### config.mk
export PLATFORM = sky130hd
export DESIGN_NAME = regmodel0_regmodel_ocp2_slave
export DESIGN_NICKNAME = d
export VERILOG_FILES = /design/src/rtl/regmodel0_regmodel_ocp2_slave.sv
export SDC_FILE = /design/constraint.sdc
export NUM_CORES = 1
export LEC_CHECK = 0
export CORE_ASPECT_RATIO = 1.25
export CORE_MARGIN = 1.5
export CORE_UTILIZATION = 40
export CTS_BUF_LIST = sky130_fd_sc_hd__clkbuf_16
export DETAILED_ROUTE_END_ITERATION = 16
export PLACE_DENSITY_LB_ADDON = 0.05
export SYNTH_ARGS = -nofsm -noshare
export SYNTH_HDL_FRONTEND = slang
export SYNTH_SLANG_ARGS = --single-unit
export TNS_END_PERCENT = 5
### constraint.sdc
create_clock -name clk -period 2.7 [get_ports clk]
set_clock_uncertainty 0.15 [all_clocks]
set_input_delay 0.675 -clock clk [delete_from_list [all_inputs] [get_ports clk]]
set_output_delay 0.675 -clock clk [all_outputs]
set_load 0.02 [all_outputs]
### src/rtl/regmodel0_regmodel_ocp2_slave.sv
// OCP2 target engine for the regmodel0 SW port: one OCP read/write at a time is
// turned into a single register-bank req/ack access, with a backend timeout.
module regmodel0_regmodel_ocp2_slave #(
    parameter int TIMEOUT = 255
) (
    input  logic        clk,
    input  logic        reset,
    input  logic        mreset_n,
    input  logic [2:0]  mcmd,
    input  logic [14:0] maddr,
    input  logic [3:0]  mbyteen,
    input  logic [5:0]  mreqinfo,
    input  logic [31:0] mdata,
    input  logic        mrespaccept,
    output logic        scmdaccept,
    output logic [1:0]  sresp,
    output logic [31:0] sdata,
    output logic        reg_req,
    output logic        reg_wr,
    output logic [14:0] reg_addr,
    output logic [3:0]  reg_be,
    output logic [31:0] reg_wdata,
    output logic [5:0]  reg_info,
    input  logic        reg_ack,
    input  logic        reg_err,
    input  logic [31:0] reg_rdata,
    output logic [1:0]  state_dbg
);

    localparam int CW = (TIMEOUT < 1) ? 1 : $clog2(TIMEOUT + 1);
    localparam logic [CW-1:0] CNT_LAST = (TIMEOUT < 1) ? '0 : CW'(TIMEOUT - 1);
    localparam logic [CW-1:0] CNT_MAX  = '1;

    localparam logic [2:0] CMD_IDLE = 3'd0;
    localparam logic [2:0] CMD_WR   = 3'd1;
    localparam logic [2:0] CMD_RD   = 3'd2;
    localparam logic [2:0] CMD_WRNP = 3'd5;

    localparam logic [1:0] RESP_NULL = 2'd0;
    localparam logic [1:0] RESP_DVA  = 2'd1;
    localparam logic [1:0] RESP_ERR  = 2'd3;

    typedef enum logic [1:0] {S_IDLE, S_REQ, S_RESP} state_t;

    state_t        state;
    logic [CW-1:0] wait_cnt;
    logic          cmd_is_wr;
    logic          timed_out;

    // Handshake: a command is taken on any cycle where scmdaccept=1 and mcmd!=IDLE;
    // a response is held until the cycle where sresp!=NULL and mrespaccept=1.
    assign scmdaccept = (state == S_IDLE) & ~reset & mreset_n;
    assign cmd_is_wr  = (mcmd == CMD_WR) || (mcmd == CMD_WRNP);
    assign timed_out  = (TIMEOUT != 0) && (wait_cnt == CNT_LAST);
    assign state_dbg  = state;

    always_ff @(posedge clk) begin
        if (reset || !mreset_n) begin
            state     <= S_IDLE;
            wait_cnt  <= '0;
            sresp     <= RESP_NULL;
            sdata     <= '0;
            reg_req   <= 1'b0;
            reg_wr    <= 1'b0;
            reg_addr  <= '0;
            reg_be    <= '0;
            reg_wdata <= '0;
            reg_info  <= '0;
        end else begin
            case (state)
                S_IDLE: begin
                    if (mcmd != CMD_IDLE) begin
                        reg_addr  <= {maddr[14:2], 2'b00};
                        reg_be    <= mbyteen;
                        reg_wdata <= mdata;
                        reg_info  <= mreqinfo;
                        reg_wr    <= cmd_is_wr;
                        wait_cnt  <= '0;
                        if (mcmd == CMD_RD || (cmd_is_wr && mbyteen != 4'd0)) begin
                            reg_req <= 1'b1;
                            state   <= S_REQ;
                        end else begin
                            // Empty write completes without touching the bank.
                            sresp <= cmd_is_wr ? RESP_DVA : RESP_ERR;
                            sdata <= '0;
                            state <= S_RESP;
                        end
                    end
                end
                S_REQ: begin
                    if (reg_ack) begin
                        reg_req <= 1'b0;
                        sresp   <= reg_err ? RESP_ERR : RESP_DVA;
                        sdata   <= (!reg_err && !reg_wr) ? reg_rdata : 32'd0;
                        state   <= S_RESP;
                    end else if (timed_out) begin
                        reg_req <= 1'b0;
                        sresp   <= RESP_ERR;
                        sdata   <= '0;
                        state   <= S_RESP;
                    end else if (wait_cnt != CNT_MAX) begin
                        wait_cnt <= wait_cnt + 1'b1;
                    end
                end
                S_RESP: begin
                    if (mrespaccept) begin
                        sresp <= RESP_NULL;
                        sdata <= '0;
                        state <= S_IDLE;
                    end
                end
                default: state <= S_IDLE;
            endcase
        end
    end

endmodule

==> implementation parameters, run 1 <==
Parameter                              Value

CTS
  Cts bufs inserted    9
  Clock insertion delay at the later pin of the skew report    0.34 ns
  Max Buffers Root-to-Sink    2
  Clock input transition at the sequential cells of the worst setup and hold paths    0.07 ns
  Clk root buf    sky130_fd_sc_hd__clkbuf_16
  Sink Count    101
  H-tree depth    3
  TritonCTS clock tree    done

Global route
  Number of antenna violations at the first check in global routing    0
  Global routing usage summed across all routing layers    20.2%
  Maximum number of pins on one net before global-route repair    38
  Vias in the first global route    3,768
  GR Overflow Total    0
  First-pass GRT wire length    17,500 microns

Detailed routing
  Final wirelength    11,400 microns
  Iteration count of the initial detailed-routing pass    4
  Total vias in the final route    4,032
  Initial drt markers    127
  Wire length per cell after detailed routing    13.9 microns
  DRC violation count after routing    0
  Via density per instance    4.91
  Residual antenna-violating net count after detailed routing    0

Yosys
  Most instantiated flip-flop cell in the synthesis netlist    sky130_fd_sc_hd__dfxtp_1
  Portion of synthesized cell area occupied by the leading cell type    49.2%
  Cell area after technology mapping    4110 sq um
  Yosys reg bits    101
  Number of enable flip-flop cells after synthesis    0
  Sequential share of the synthesized area    49.2%
  Cell types occupying the most area after synthesis    sky130_fd_sc_hd__dfxtp_1, sky130_fd_sc_hd__nand2_1, sky130_fd_sc_hd__mux2i_1, sky130_fd_sc_hd__a21oi_1, sky130_fd_sc_hd__clkbuf_1
  Yosys synthesis warning count    0
  Synth area leader    sky130_fd_sc_hd__dfxtp_1
  Async set-or-reset flop fraction in the synthesized netlist    0%
  Post-synthesis average cell area    8.22 sq um
  Most used standard cell by instance count after synthesis    sky130_fd_sc_hd__nand2_1
  Number of distinct library cells after synthesis    38
  Commonest cells in the synthesized netlist    sky130_fd_sc_hd__nand2_1, sky130_fd_sc_hd__dfxtp_1, sky130_fd_sc_hd__a21oi_1
  Post-Syn Instances    500

Floorplanning
  Initial cell density of the core    40.9%
  Full die area    10,900 sq um
  Core Box Area    10,100 sq um
  IO Pins    194
  Total number of placement rows    41
  Chip height    116 microns
  Floorplan die width    93.7 microns

STA
  Final Hold Violating Endpoints    0
  Final critical-path required period    2.58 ns
  Highest clock frequency the design can meet    0.387 GHz
  Final worst-path setup slack    0.116 ns
  Worst hold-check slack    0.304 ns
  Share of the clock period used by the worst path    95.7%
  Final setup violating endpoints    0
  Max_slew headroom    60.1%
  Post-route setup TNS    0 ns
  RSZ-0062 raised after global routing    no
  Max-slew violation count    0
  Worst-Margin Slew    0.593 ns

Job
  Max-cap violations    0

Critical path
  Worst Path Required    1.88 ns
  Endpoint class of the critical path    output pin
  CP startpoint kind    input port
  Category of the critical setup timing path    in -> out
  Crit Path Max Fanout    2
  Arrival time reported for the critical path endpoint    1.76 ns

Pwr
  Maximum ir drop on the vdd rail    0.000380 V
  Leak pwr    2.42 nW
  Total power after layout    3.40 mW
  Total power divided by cell area    521 nW/um^2

Final layout
  Final Non-Filler Cells    821
  Count of inserted antenna diode cells    0
  Layout-stage area growth over the synthesis result    58.7%
  Number of filler cells placed in the layout    900
  Finished Core Util    64.9%
  Storage element area    2020 sq um
  Footprint of the multi-input gates    1950 sq um
  Fin nets    791
  Final std cell area, no fill    6530 sq um
  Proportion of layout cells with a drive suffix above 1    6.65%

Outcome
  Outcome    complete, no violations

Placed design
  Setup slack after placement    -0.371 ns
  Cell Count Post-Placement    803
  Detailed Place HPWL    8080 microns
  GPL Wtd Cong    0.836
  I/O Buffers    189
  Post-placement cell area    6200 sq um

Min path
  Worst Hold Class    reg -> reg
-- final cells by class --
type                    count  area share [%]
inverters                   6           0.345
clock inverters             7           0.767
multi-input cells         358            29.8
repair buffers            211            32.2
clock buffers               9            3.45
flip-flops and latches    101            31.0
well taps                 129            2.47
-- sequential cells by signal, indices dropped and copies added (netlist names) --
| signal | count |
|---|---|
| reg_wdata | 32 |
| sdata | 32 |
| reg_addr | 13 |
| wait_cnt | 8 |
| reg_info | 6 |
| reg_be | 4 |
| sresp | 2 |
| state_dbg | 2 |
| reg_req | 1 |
| reg_wr | 1 |
-- logic make-up (layout without fill, tap and decap cells) --
kind of cell / after synthesis / in the layout / synth area share (%)
other cells: 1 / 2 / 0.0912
mux: 40 / 40 / 9.74
simple gates: 227 / 227 / 23.2
fa+ha+maj: 6 / 6 / 1.83
compound gates: 83 / 83 / 11.2
flops: 101 / 101 / 49.2
buf+inv: 42 / 233 / 4.78
-- layer usage --
layer / vias up / track usage (%) / share of wire (%)
met1: 1849 / 24.0 / 42
met3: 16 / 6.25 / 8.2
met2: 145 / 33.6 / 48
met4: 0 / 8.86 / 2.2
met5: - / 0 / 0
li1: 2022 / - / -
-- path summary, 6_finish.rpt --
path | from | to | slack [ns] | cells past startpoint
max | mreset_n | scmdaccept | 0.12 | 4
min | reg_addr[11] | reg_addr[11] | 0.30 | 2
max reg2reg | state_dbg[0] | sdata[0] | 0.37 | 7
min reg2reg | reg_addr[11] | reg_addr[11] | 0.30 | 2
-- report_power, final --
| part | total [mW] | switching, mW | internal, mW | leakage [nW] |
|---|---|---|---|---|
| clock | 1.20 | 0.571 | 0.629 | 0.131 |
| sequential | 1.56 | 0.0245 | 1.54 | 0.821 |
| combinational | 0.640 | 0.315 | 0.325 | 1.47 |
-- layout by cell type (no fill, tap or decap), drive strengths merged, types with 5 or more instances in the layout --
cell / instances
a21oi: 62
buf: 21
clkbuf: 10
clkdlybuf4s50: 188
dfxtp: 101
ha: 6
inv: 8
mux2i: 40
nand2: 187
nand2b: 9
nand3: 5
nor2b: 5
o21ai: 5
-- worst max-delay path, stage by stage --
cell                              delay, ns
sky130_fd_sc_hd__clkdlybuf4s50_1       0.47
sky130_fd_sc_hd__nor2b_2               0.16
sky130_fd_sc_hd__and2_1                0.13
sky130_fd_sc_hd__dlygate4sd2_1         0.32
-- what timing repair did --
item | in CTS | in global routing
setup endpoints to repair | 6 | 34
cloned | 0 | 1
hold buffers | 0 | 0
pin swaps | 0 | 1
buffers inserted | 0 | 1
resized for setup | 2 | 3
Note: power is estimated with default switching activity, not from simulation.
==> inputs of run 2 (changes only) <==
Settings changed: DONT_BUFFER_PORTS set to 1, GPL_TIMING_DRIVEN set to 0.
==> run 2 against run 1 <==
  * Flip-flop and latch count unchanged
  * Clock power rose by 24%
  * Power grew 1.2%
  * Via count decreased by 18%
  * First-iteration DRC count rose by 4.7%
  * Critical path type is now reg -> reg
  * Critical endpoint is now sdata[1]
==> implementation parameters, run 2 (same netlist as run 1, synthesis figures left out) <==
Parameter                              Value

Detailed routing
  Final wirelength    10,100 microns (-11%)
  Via density per instance    5.11 (+4.1%)
  Initial drt markers    133 (+4.7%)
  Iteration count of the initial detailed-routing pass    4 (unchanged)
  Wire length per cell after detailed routing    15.7 microns (+13%)
  Residual antenna-violating net count after detailed routing    0 (unchanged)
  DRC violation count after routing    0 (unchanged)
  Total vias in the final route    3,304 (-18%)

Critical path
  Worst Path Required    2.78 ns (+0.90 ns)
  Reg2reg path depth    9 (+2)
  CP startpoint kind    flop
  Worst reg-to-reg setup slack    0.22 ns (-0.15 ns)
  Crit Path Max Fanout    10 (+8)
  Category of the critical setup timing path    reg -> reg
  Arrival time reported for the critical path endpoint    2.55 ns (+0.79 ns)
  Endpoint class of the critical path    flop
  Reg2Reg Launch Point    state_dbg[1]
  Worst reg2reg endpoint    sdata[1]

STA
  Final setup violating endpoints    0 (unchanged)
  Worst-Margin Slew    0.856 ns (+0.263 ns)
  RSZ-0062 raised after global routing    no
  Final worst-path setup slack    0.224 ns (+0.108 ns)
  Max_slew headroom    42.1% (-18 points)
  Max-slew violation count    0 (unchanged)
  Final Hold Violating Endpoints    0 (unchanged)
  Highest clock frequency the design can meet    0.404 GHz (+4.4%)
  Final critical-path required period    2.48 ns (-0.108 ns)
  Share of the clock period used by the worst path    91.7% (-4.0 points)

CTS
  Sink Count    101 (unchanged)
  Clock insertion delay at the later pin of the skew report    0.34 ns (about the same)
  Clk root buf    sky130_fd_sc_hd__clkbuf_16
  Max Buffers Root-to-Sink    2 (unchanged)
  TritonCTS clock tree    done
  Clock input transition at the sequential cells of the worst setup and hold paths    0.07 ns (about the same)
  Cts bufs inserted    9 (unchanged)
  Post-CTS Setup Bufs    0 (unchanged)
  H-tree depth    3 (unchanged)

Final layout
  Storage element area    2020 sq um (+0.12%)
  Most frequent cells in the layout    sky130_fd_sc_hd__nand2_1, sky130_fd_sc_hd__dfxtp_1, sky130_fd_sc_hd__a21oi_1
  Layout-stage area growth over the synthesis result    12.7%
  Footprint of the multi-input gates    1900 sq um (-2.2%)
  Final Non-Filler Cells    646 (-21%)
  Count of inserted antenna diode cells    0 (unchanged)
  Fin nets    616 (-22%)
  Number of filler cells placed in the layout    1,052 (+17%)
  Finished Core Util    46.1% (-19 points)
  Final std cell area, no fill    4630 sq um (-29%)
  Registers with the highest flip-flop counts    reg_wdata x32, sdata x32, reg_addr x13
  Proportion of layout cells with a drive suffix above 1    5.80% (-0.84 points)
  Most common cell after layout, fill and taps aside    sky130_fd_sc_hd__nand2_1

Global route
  Vias in the first global route    3,063 (-19%)
  Maximum number of pins on one net before global-route repair    18 (-53%)
  GR Overflow Total    0 (unchanged)
  First-pass GRT wire length    15,200 microns (-13%)
  Global routing usage summed across all routing layers    17.8% (-2.4 points)
  Number of antenna violations at the first check in global routing    0 (unchanged)

Floorplanning
  Total number of placement rows    41 (unchanged)
  Floorplan die width    93.7 microns (unchanged)
  Full die area    10,900 sq um (unchanged)
  Initial cell density of the core    40.9% (unchanged)
  IO Pins    194 (unchanged)
  Chip height    116 microns (unchanged)
  Core Box Area    10,100 sq um (unchanged)

Pwr
  Maximum ir drop on the vdd rail    0.000354 V (-6.8%)
  Switching part of the total power    25.5% (-1.3 points)
  Total net switching power    0.877 mW (-3.7%)
  Design internal power    2.56 mW (+3.0%)
  Share of total power in combinational logic    9.5% (-9.3 points)
  Total power divided by cell area    743 nW/um^2 (+43%)
  Leak pwr    1.71 nW (-29%)
  Proportion of power drawn by flip-flops and latches    47.4% (+1.5 points)
  Clock network fraction of total power    43.2% (+7.9 points)

Min path
  Worst Hold Class    in -> reg
  Worst hold start    mdata[18]
  Number of stages on the worst hold path    2 (unchanged)
  Endpoint of the worst hold-timing path    reg_wdata[18]

Placed design
  Setup slack after placement    -0.122 ns (+0.249 ns)
  I/O Buffers    0 (-100%)
  Post-placement cell area    4280 sq um (-31%)
  Detailed Place HPWL    7560 microns (-6.4%)
  GPL Wtd Cong    0.760 (-9.1%)
  Cell Count Post-Placement    630 (-22%)

Job
  Max-cap violations    0 (unchanged)

Outcome
  Outcome    complete, no violations
## run 2: worst max-delay path by stage
stage | end | start | slack [ns] | cells after the start
after floorplan | scmdaccept | mreset_n | 0.24 | 4
after global placement | sdata[6] | reset | -0.12 | 6
after detailed placement | sdata[1] | reset | -0.12 | 6
after CTS | scmdaccept | mreset_n | 0.04 | 4
after global routing | sdata[22] | state_dbg[1] | 0.05 | 9
final | sdata[1] | state_dbg[1] | 0.22 | 9
## run 2: timing repair
item / 4_1_cts / 5_1_grt
endpoints found under the setup margin: 5 / 60
resized for setup: 2 / 5
hold buffers: 0 / 0
## run 2: power by group through the flow
| stage | registers, mW | logic (mW) | clock network (mW) |
|---|---|---|---|
| global placement | 1.67 | 0.323 | 0 |
| CTS | 1.63 | 0.330 | 1.52 |
| detailed placement | 1.66 | 0.330 | 0 |
| floorplan | 1.65 | 0.263 | 0 |
| global route | 1.64 | 0.365 | 1.59 |
| finish | 1.63 | 0.325 | 1.49 |
## run 2: area by class of cell
type                    count  area share, %
plain buffers              36           3.83
clock buffers               9           4.86
clock inverters             7           2.57
inverters                   6          0.486
multi-input cells         358           41.1
flip-flops and latches    101           43.7
well taps                 129           3.48
## run 2: critical path, stage by stage, from the launching register on
cell                       delay (ns)
sky130_fd_sc_hd__dfxtp_2         0.44
sky130_fd_sc_hd__inv_1           0.10
sky130_fd_sc_hd__ha_1            0.18
sky130_fd_sc_hd__clkbuf_2        0.19
sky130_fd_sc_hd__nand3b_1        0.16
sky130_fd_sc_hd__o32ai_1         0.15
sky130_fd_sc_hd__or4_1           0.54
sky130_fd_sc_hd__buf_6           0.16
sky130_fd_sc_hd__buf_6           0.16
sky130_fd_sc_hd__mux2i_1         0.12
## run 2: per-stage QoR
stage                     TNS (ns)  hold WS (ns)  total power, mW
after detailed placement     -2.28         0.320             1.99
after global routing             0         0.302             3.59
after global placement       -3.14         0.311             1.99
after floorplan                  0         0.293             1.91
final                            0         0.305             3.44
after CTS                        0         0.300             3.48
## run 2: metal layers
metal / global-route usage, % / up-vias / share of wire (%)
met5: 0 / - / 0
met4: 7.16 / 0 / 1.5
met3: 6.77 / 10 / 10
met2: 29.4 / 132 / 48
met1: 20.8 / 1490 / 40
li1: - / 1672 / -
==> inputs of run 3 (changes only) <==
Settings changed: PLACE_DENSITY set to 0.6, PLACE_DENSITY_LB_ADDON 0.05 to unset.
==> run 3 against run 2 <==
  * Non-clock buffer count stayed put
  * Hold slack better by 0.0011 ns
  * Maximum frequency is 3.6% lower
  * Combinational power hardly changed
  * Die area stayed put
  * Sequential power hardly changed
  * Power is 5.5% lower
  * Worst setup slack worse by 0.093 ns
  * Flip-flop and latch count stayed put
  * Register-to-register slack worse by 0.09 ns
  * Utilization is 0.45 points lower
  * Wire length is 2.0% lower
  * Highest routed layer unchanged
==> implementation parameters, run 3 (same netlist as run 1, synthesis figures left out) <==
Parameter                              Value

STA
  Max_slew headroom    43.7% (+1.6 points)
  Worst-Margin Slew    0.833 ns (-0.0230 ns)
  Worst hold-check slack    0.306 ns (+0.00108 ns)
  Final setup violating endpoints    0 (unchanged)
  Final critical-path required period    2.57 ns (+0.0931 ns)
  Max-slew violation count    0 (unchanged)
  Share of the clock period used by the worst path    95.2% (+3.4 points)
  RSZ-0062 raised after global routing    yes
  Highest clock frequency the design can meet    0.389 GHz (-3.6%)
  Final Hold Violating Endpoints    0 (unchanged)

Final layout
  Fin nets    616 (unchanged)
  Registers with the highest flip-flop counts    reg_wdata x32, sdata x32, reg_addr x13
  Final std cell area, no fill    4590 sq um (-0.97%)
  Most common cell after layout, fill and taps aside    sky130_fd_sc_hd__nand2_1
  Most frequent cells in the layout    sky130_fd_sc_hd__nand2_1, sky130_fd_sc_hd__dfxtp_1, sky130_fd_sc_hd__a21oi_1
  Number of filler cells placed in the layout    1,039 (-1.2%)
  Proportion of layout cells with a drive suffix above 1    5.80% (unchanged)
  Count of inserted antenna diode cells    0 (unchanged)
  Finished Core Util    45.6% (-0.45 points)
  Layout-stage area growth over the synthesis result    11.6%

Critical path
  Category of the critical setup timing path    reg -> reg
  Cell type group with the largest total delay on the critical path    simple AND/OR/NAND/NOR gates
  Worst Path Required    2.82 ns (+0.04 ns)
  Critical-path top delay cell    sky130_fd_sc_hd__or4b_1
  CP most frequent cell    sky130_fd_sc_hd__buf_6
  Crit path largest cell delay    0.60 ns (+0.06 ns)
  Buffer and inverter count on the worst path    4 (unchanged)
  Crit Path Max Fanout    10 (unchanged)
  CP startpoint kind    flop
  Arrival time reported for the critical path endpoint    2.69 ns (+0.14 ns)
  Cells along the critical path    inv_1 > ha_1 > clkbuf_1 > or4b_1 > nand2b_1 > or4_1 > buf_6 > buf_6 > mux2i_1
  Endpoint class of the critical path    flop

Floorplanning
  Total number of placement rows    41 (unchanged)
  Floorplan die width    93.7 microns (unchanged)
  Initial cell density of the core    40.9% (unchanged)
  Core Box Area    10,100 sq um (unchanged)
  IO Pins    194 (unchanged)
  Full die area    10,900 sq um (unchanged)
  Chip height    116 microns (unchanged)

Detailed routing
  Wire length per cell after detailed routing    15.3 microns (-2.0%)
  Iteration count of the initial detailed-routing pass    4 (unchanged)
  Total vias in the final route    3,346 (+1.3%)
  Via density per instance    5.18 (+1.3%)
  Residual antenna-violating net count after detailed routing    0 (unchanged)
  Final wirelength    9920 microns (-2.0%)
  DRC violation count after routing    0 (unchanged)
  Initial drt markers    101 (-24%)

Placed design
  I/O Buffers    0 (unchanged)
  Post-placement cell area    4280 sq um (unchanged)
  GPL Wtd Cong    0.812 (+7.0%)
  Detailed Place HPWL    7610 microns (+0.78%)

CTS
  TritonCTS clock tree    done
  H-tree depth    3 (unchanged)
  Clock insertion delay at the later pin of the skew report    0.34 ns (about the same)
  Clk root buf    sky130_fd_sc_hd__clkbuf_16
  Cts bufs inserted    9 (unchanged)
  Sink Count    101 (unchanged)
  Clock input transition at the sequential cells of the worst setup and hold paths    0.07 ns (about the same)
  Max Buffers Root-to-Sink    2 (unchanged)
  Post-CTS Setup Bufs    0 (unchanged)

Pwr
  Total power divided by cell area    709 nW/um^2 (-4.6%)
  Total power after layout    3.25 mW (-5.5%)
  Leak pwr    1.69 nW (-1.4%)
  Maximum ir drop on the vdd rail    0.000335 V (-5.4%)

Global route
  Maximum number of pins on one net before global-route repair    18 (unchanged)
  Number of antenna violations at the first check in global routing    0 (unchanged)
  GR Overflow Total    0 (unchanged)
  Global routing usage summed across all routing layers    17.3% (-0.54 points)
  Vias in the first global route    3,100 (+1.2%)
  First-pass GRT wire length    14,700 microns (-3.5%)

Min path
  Worst Hold Class    in -> reg

Outcome
  Outcome    complete, no violations

Job
  Max-cap violations    0 (unchanged)
-- run 3: cell count changes in the layout (fill, tap and decap cells not counted), sizes merged --
| cell | before | now |
|---|---|---|
| buf | 7 | 8 |
| inv | 8 | 7 |
| clkbuf | 38 | 37 |
| bufinv | 3 | 1 |
| clkinv | 1 | 3 |
| clkinvlp | 1 | 2 |
-- run 3: final timing paths --
kind / to / from / slack [ns] / cells after the start
worst max-delay path: sdata[3] / state_dbg[1] / 0.13 / 9
worst min-delay path: reg_wdata[9] / mdata[9] / 0.31 / 2
worst max register to register: sdata[3] / state_dbg[1] / 0.13 / 9
worst min register to register: wait_cnt[6] / wait_cnt[6] / 0.33 / 2
-- run 3: per-layer routing --
| metal | GRT usage, % | share of wire [%] | vias to the layer above |
|---|---|---|---|
| li1 | - | - | 1675 |
| met5 | 0 | 0 | - |
| met2 | 28.8 | 47 | 143 |
| met3 | 7.16 | 11 | 15 |
| met4 | 8.96 | 2.4 | 0 |
| met1 | 18.7 | 39 | 1513 |
-- run 3: worst register-to-register path, cell delays in order, from the launching register on --
cell	delay, ns
sky130_fd_sc_hd__dfxtp_2	0.39
sky130_fd_sc_hd__inv_1	0.10
sky130_fd_sc_hd__ha_1	0.14
sky130_fd_sc_hd__clkbuf_1	0.34
sky130_fd_sc_hd__or4b_1	0.60
sky130_fd_sc_hd__nand2b_1	0.13
sky130_fd_sc_hd__or4_1	0.12
sky130_fd_sc_hd__buf_6	0.15
sky130_fd_sc_hd__buf_6	0.18
sky130_fd_sc_hd__mux2i_1	0.21
-- run 3: metrics by stage --
| stage | std cells | setup TNS [ns] | setup WS (ns) |
|---|---|---|---|
| floorplan | 501 | 0 | 0.237 |
| finish | 646 | 0 | 0.131 |
| CTS | 646 | 0 | 0.0101 |
| global placement | 630 | -4.05 | -0.153 |
| detailed placement | 630 | -5.46 | -0.229 |
| global route | 646 | -0.0724 | -0.0360 |
-- run 3: cell type report --
type,instances,area [sq um],area share [%]
inverters,6,22.5,0.491
flip-flops and latches,101,2020,44.1
clock buffers,9,225,4.91
plain buffers,36,176,3.85
multi-input cells,358,1900,41.5
clock inverters,7,75.1,1.64
well taps,129,161,3.52
-- run 3: power by group --
group | internal [mW] | switching [mW]
Clock | 0.723 | 0.575
Combinational | 0.117 | 0.207
Sequential | 1.54 | 0.0934
-- run 3: repair_timing --
action	CTS	global route
gates resized for setup	2	5
setup endpoints to repair	23	77
hold buffers	0	0
pin swaps	0	0
cloned	0	0
